===== src/rtl/wb_regfile.sv =====
// Write-back stage register file: 32x32 registers, write-through bypass on both
// asynchronous read ports, and a wrapping count of committed writes.
module wb_regfile (
  input  logic        clk,
  input  logic        rst,
  input  logic        in_reg_write,
  input  logic        in_mem_reg,
  input  logic [31:0] in_read_data_mem,
  input  logic [31:0] in_address_write,
  input  logic [4:0]  in_write_reg,
  input  logic [4:0]  read_reg_1,
  input  logic [4:0]  read_reg_2,
  output logic [31:0] read_data_1,
  output logic [31:0] read_data_2,
  output logic [31:0] wb_data,
  output logic        wb_valid,
  output logic [15:0] wb_count
);

  logic [31:0] regs_q [32];
  logic [15:0] wb_count_q;
  logic [15:0] wb_count_d;

  // Index 0 reads as zero ahead of bypass; bypass only while a write is live.
  function automatic logic [31:0] read_port(
    input logic [4:0]  idx,
    input logic        wr_vld,
    input logic [4:0]  wr_idx,
    input logic [31:0] wr_data,
    input logic [31:0] stored
  );
    logic [31:0] res;
    res = stored;
    if (idx == 5'd0)
      res = 32'h0;
    else if (wr_vld && (idx == wr_idx))
      res = wr_data;
    return res;
  endfunction

  always_comb begin
    wb_data  = in_mem_reg ? in_read_data_mem : in_address_write;
    wb_valid = in_reg_write && !rst && (in_write_reg != 5'd0);
  end

  always_comb begin
    read_data_1 = read_port(read_reg_1, wb_valid, in_write_reg, wb_data, regs_q[read_reg_1]);
    read_data_2 = read_port(read_reg_2, wb_valid, in_write_reg, wb_data, regs_q[read_reg_2]);
  end

  always_comb begin
    wb_count_d = wb_count_q;
    if (wb_valid)
      wb_count_d = wb_count_q + 16'd1;
  end

  // Commit stage: reset wins over any same-edge write.
  always_ff @(posedge clk) begin
    if (rst) begin
      for (int i = 0; i < 32; i++)
        regs_q[i] <= 32'h0;
      wb_count_q <= 16'h0;
    end else begin
      if (wb_valid)
        regs_q[in_write_reg] <= wb_data;
      wb_count_q <= wb_count_d;
    end
  end

  assign wb_count = wb_count_q;

endmodule

===== config.mk =====
export PLATFORM = sky130hd
export DESIGN_NAME = wb_regfile
export DESIGN_NICKNAME = d
export VERILOG_FILES = /design/src/rtl/wb_regfile.sv
export SDC_FILE = /design/constraint.sdc
export NUM_CORES = 2
export LEC_CHECK = 0
export CAP_MARGIN = 20
export CORE_UTILIZATION = 50
export DETAILED_ROUTE_END_ITERATION = 10
export GPL_ROUTABILITY_DRIVEN = 0
export PLACE_DENSITY = 0.69
export SYNTH_ARGS = -nofsm -noshare
export SYNTH_HDL_FRONTEND = slang
export SYNTH_SLANG_ARGS = --single-unit

===== constraint.sdc =====
create_clock -name clk -period 3.24 [get_ports clk]
set_input_delay 0.648 -clock clk [delete_from_list [all_inputs] [get_ports clk]]
set_output_delay 0.648 -clock clk [all_outputs]
set_load 0.01 [all_outputs]

==> impl_metrics.py <==
metrics = {
    "critical_path": {
        "worstPathMaxFanout": 7,
        "cpMostUsedCell": "buf_16",
        "start_kind": "primary input",
        "crit_arrival_ns": 2.92,
        "cpPeakStageDelay_ns": 0.53,
        "crit_type": "in -> out",
        "worst_path_max_delay_cell": "or4_4",
        "cp-end-kind": "primary output",
        "worstPathRequired_ns": 2.59,
        "cp_cell_sequence": "buf_16, buf_16, buf_16, or4_4, buf_6, o211ai_1, a21oi_2, or4_4, o211a_1, buf_6",
    },
    "global_route": {
        "antenna_found_initial": 3,
        "grt_overflow": 0,
        "grt_pass1_wl_mm": 290,
        "grt_max_degree": 72,
        "grt_use_total_pct": 37.1,
        "grt_pass1_vias": 40656,
    },
    "sta": {
        "hold_slack_ns": 0.444,
        "fin_skew_ns": 0.0122,
        "worst_slew_pin_slew_ns": 1.08,
        "rsz0062_at_grt": "yes",
        "fmax_ghz": 0.280,
        "final.period_utilization_pct": 110,
        "maxSlewHeadroom_pct": 27.9,
        "setup_viol": 55,
        "fin_tns_setup_ns": -7.10,
        "finalWorstSetupSlack_ns": -0.331,
        "fin_crit_ns": 3.57,
        "maxSlewViolCount": 0,
        "hold_violations": 0,
    },
    "logic_synthesis": {
        "ys_ff_latch": 1040,
        "syn_avg_cell_area_sq_um": 14.4,
        "synth_edf_count": 1024,
        "yosys.area.top_type": "edfxtp_1",
        "seq_area_frac_synth_pct": 57.0,
        "ys.flop_type": "edfxtp_1",
        "synth.distinct_cells": 64,
        "syn_inst": 3796,
        "synthArstFlopShare_pct": 0,
        "netlist_area_sq_mm": 0.0545,
        "synth.area.top_cells": "edfxtp_1 56%, mux4_2 21%, nor2_1 7.1%, mux2i_1 4.5%, clkbuf_1 1.7%",
        "netlist.area_leader.share_pct": 56.4,
        "yosysWarnings": 0,
    },
    "drt": {
        "drtIter0Drc": 7259,
        "drt-wirelength-per-cell_um": 35.0,
        "drtAntennaViolNets": 0,
        "routed_via_density": 6.98,
        "drc": 0,
        "vias": 41395,
        "wl_mm": 208,
        "drt_first_pass_iters": 6,
    },
    "clock_tree": {
        "htreeDepth": 3,
        "cts.sinks": 1040,
        "cts.path.max_buffers": 3,
        "clk-insertion-delay-late_ns": 0.71,
        "cts_hold_buf": 0,
        "clockRootBuffer": "clkbuf_16",
        "path_clk_slew_ns": 0.06,
        "cts_tree": "built",
        "cts_buffers": 109,
    },
    "cells_and_area": {
        "regArea_sq_mm": 0.0311,
        "final_layout_size_suffix_gt1_share_pct": 40.0,
        "fin_nets": 4521,
        "multi_input_comb_area_sq_mm": 0.0235,
        "fillers": 7233,
        "diodes": 0,
        "layout-area-overhead-vs-synth_pct": 28.5,
    },
    "job": {
        "maxCapViolations": 0,
    },
    "floorplan": {
        "fp.dieW_um": 332,
        "rows": 120,
        "die_h_um": 332,
        "dieArea_sq_mm": 0.110,
        "start_util_pct": 50.7,
        "boundaryPins": 196,
        "core_area_sq_mm": 0.108,
    },
    "place": {
        "portBuffers": 195,
        "hpwlAfterDp_mm": 125,
        "post-place-ws_ns": -1.04,
    },
    "power_and_ir_drop": {
        "power_density_mw_per_mm2": 497,
        "peakVddDrop_uv": 466,
        "internal_power_mw": 25.6,
        "fin_total_pwr_mw": 34.8,
        "p_sw_share_pct": 26.3,
        "comb_power_share_pct": 18.1,
        "p_seq_share_pct": 45.7,
        "clkPwrFrac_pct": 36.2,
        "power_switching_mw": 9.17,
        "p_leak_nw": 25.7,
    },
    "outcome": {
        "violations": "negative setup slack",
        "status": "complete, but fails checks",
    },
    "min_path": {
        "hold_class": "in -> reg",
    },
}
stage by stage:
step           util (%)  area [sq um]  instances
2_1_floorplan         -         54600       3827
3_3_place_gp       57.6         62000       5536
3_5_place_dp       57.6         62000       5536
4_1_cts            64.4         69400       5907
5_1_grt            65.1         70100       5931
6_report           65.1         70100       5931
flip-flops by register name, indices dropped and copies added (netlist names):
register  count
regs_q     1024
wb_count     16
Yosys cell counts (31+ instances only):
cell      count
clkbuf_1    252
mux2i_1     243
nor2_1     1037
a211oi_1     58
edfxtp_1   1024
mux4_2      507
a221oi_1     32
buf_2        74
nand2_1      82
nand2b_1     35
inv_1        39
o21ai_0      36
nand3_1      31
critical path: cells and delay by family:
family	cells	cell delay, ns
AOI/OAI and AO/OA	3	0.51
buffers and inverters	5	0.73
and+or+nand+nor	2	1.01
metal layers:
| metal | vias up | global-route usage (%) | part of all wire (%) |
|---|---|---|---|
| li1 | 15865 | - | - |
| met5 | - | 0 | 0.0038 |
| met4 | 2 | 24.1 | 7.8 |
| met2 | 3916 | 54.9 | 44 |
| met1 | 20732 | 47.3 | 33 |
| met3 | 880 | 11.8 | 16 |
logic make-up (layout without fill, tap and decap cells):
group / Yosys count / count (layout) / synth area share [%]
other: 1 / 32 / 0.00688
flip-flops: 1040 / 1040 / 57.0
multiplexers: 770 / 770 / 25.8
adder cells (fa/ha/maj): 1 / 1 / 0.0229
buffers and inverters: 443 / 1144 / 4.01
AND/OR/NAND/NOR: 1265 / 1265 / 9.33
AO/OA/AOI/OAI: 254 / 254 / 3.47
XOR/XNOR: 22 / 22 / 0.367
worst paths after layout:
| check | slack (ns) | cells past startpoint | to | from |
|---|---|---|---|---|
| worst max register to register | 1.48 | 5 | wb_count[10] | wb_count[0] |
| worst max-delay path | -0.33 | 10 | read_data_2[4] | read_reg_2[0] |
| worst min register to register | 0.53 | 2 | wb_count[6] | wb_count[6] |
| worst min-delay path | 0.44 | 3 | wb_count[3] | rst |
power by group through the flow:
stage               clock (mW)  combinational (mW)  sequential, mW
finish                    12.6                6.30            15.9
global route              13.1                6.41            16.0
CTS                       12.6                5.98            15.9
detailed placement           0                5.35            16.1
global placement             0                5.32            16.1
floorplan                    0                2.87            16.0
cell type report:
type / instances / share of cell area (%)
timing repair buffer: 900 / 14.3
inverter: 42 / 0.234
clock inverter: 77 / 1.04
clock buffer: 125 / 3.98
multi-input combinational: 2344 / 33.6
sequential: 1040 / 44.3
tap: 1403 / 2.51
what timing repair did:
item / CTS / global route
resized for setup: 703 / 151
pin swaps: 117 / 81
setup endpoints to repair: 65 / 65
gates cloned: 33 / 0
buffers inserted: 146 / 49
layout by cell type (no fill, tap or decap), types with 25 or more instances in the layout:
| cell | synthesis | layout |
|---|---|---|
| buf_2 | 74 | 61 |
| mux2i_4 | 0 | 36 |
| nand2b_2 | 0 | 31 |
| buf_12 | 4 | 133 |
| mux4_2 | 507 | 507 |
| nand2_1 | 82 | 47 |
| a221oi_2 | 1 | 25 |
| mux2i_1 | 243 | 180 |
| clkbuf_16 | 0 | 109 |
| nand2_2 | 0 | 34 |
| clkinv_1 | 3 | 32 |
| conb_1 | 1 | 32 |
| clkdlybuf4s50_1 | 0 | 112 |
| nor2_1 | 1037 | 1031 |
| mux2i_2 | 0 | 27 |
| buf_16 | 0 | 44 |
| buf_8 | 5 | 28 |
| a211oi_2 | 0 | 42 |
| buf_6 | 28 | 67 |
| buf_4 | 27 | 447 |
| edfxtp_1 | 1024 | 1024 |
| inv_1 | 39 | 38 |
Power figures use the tool's default switching activity.
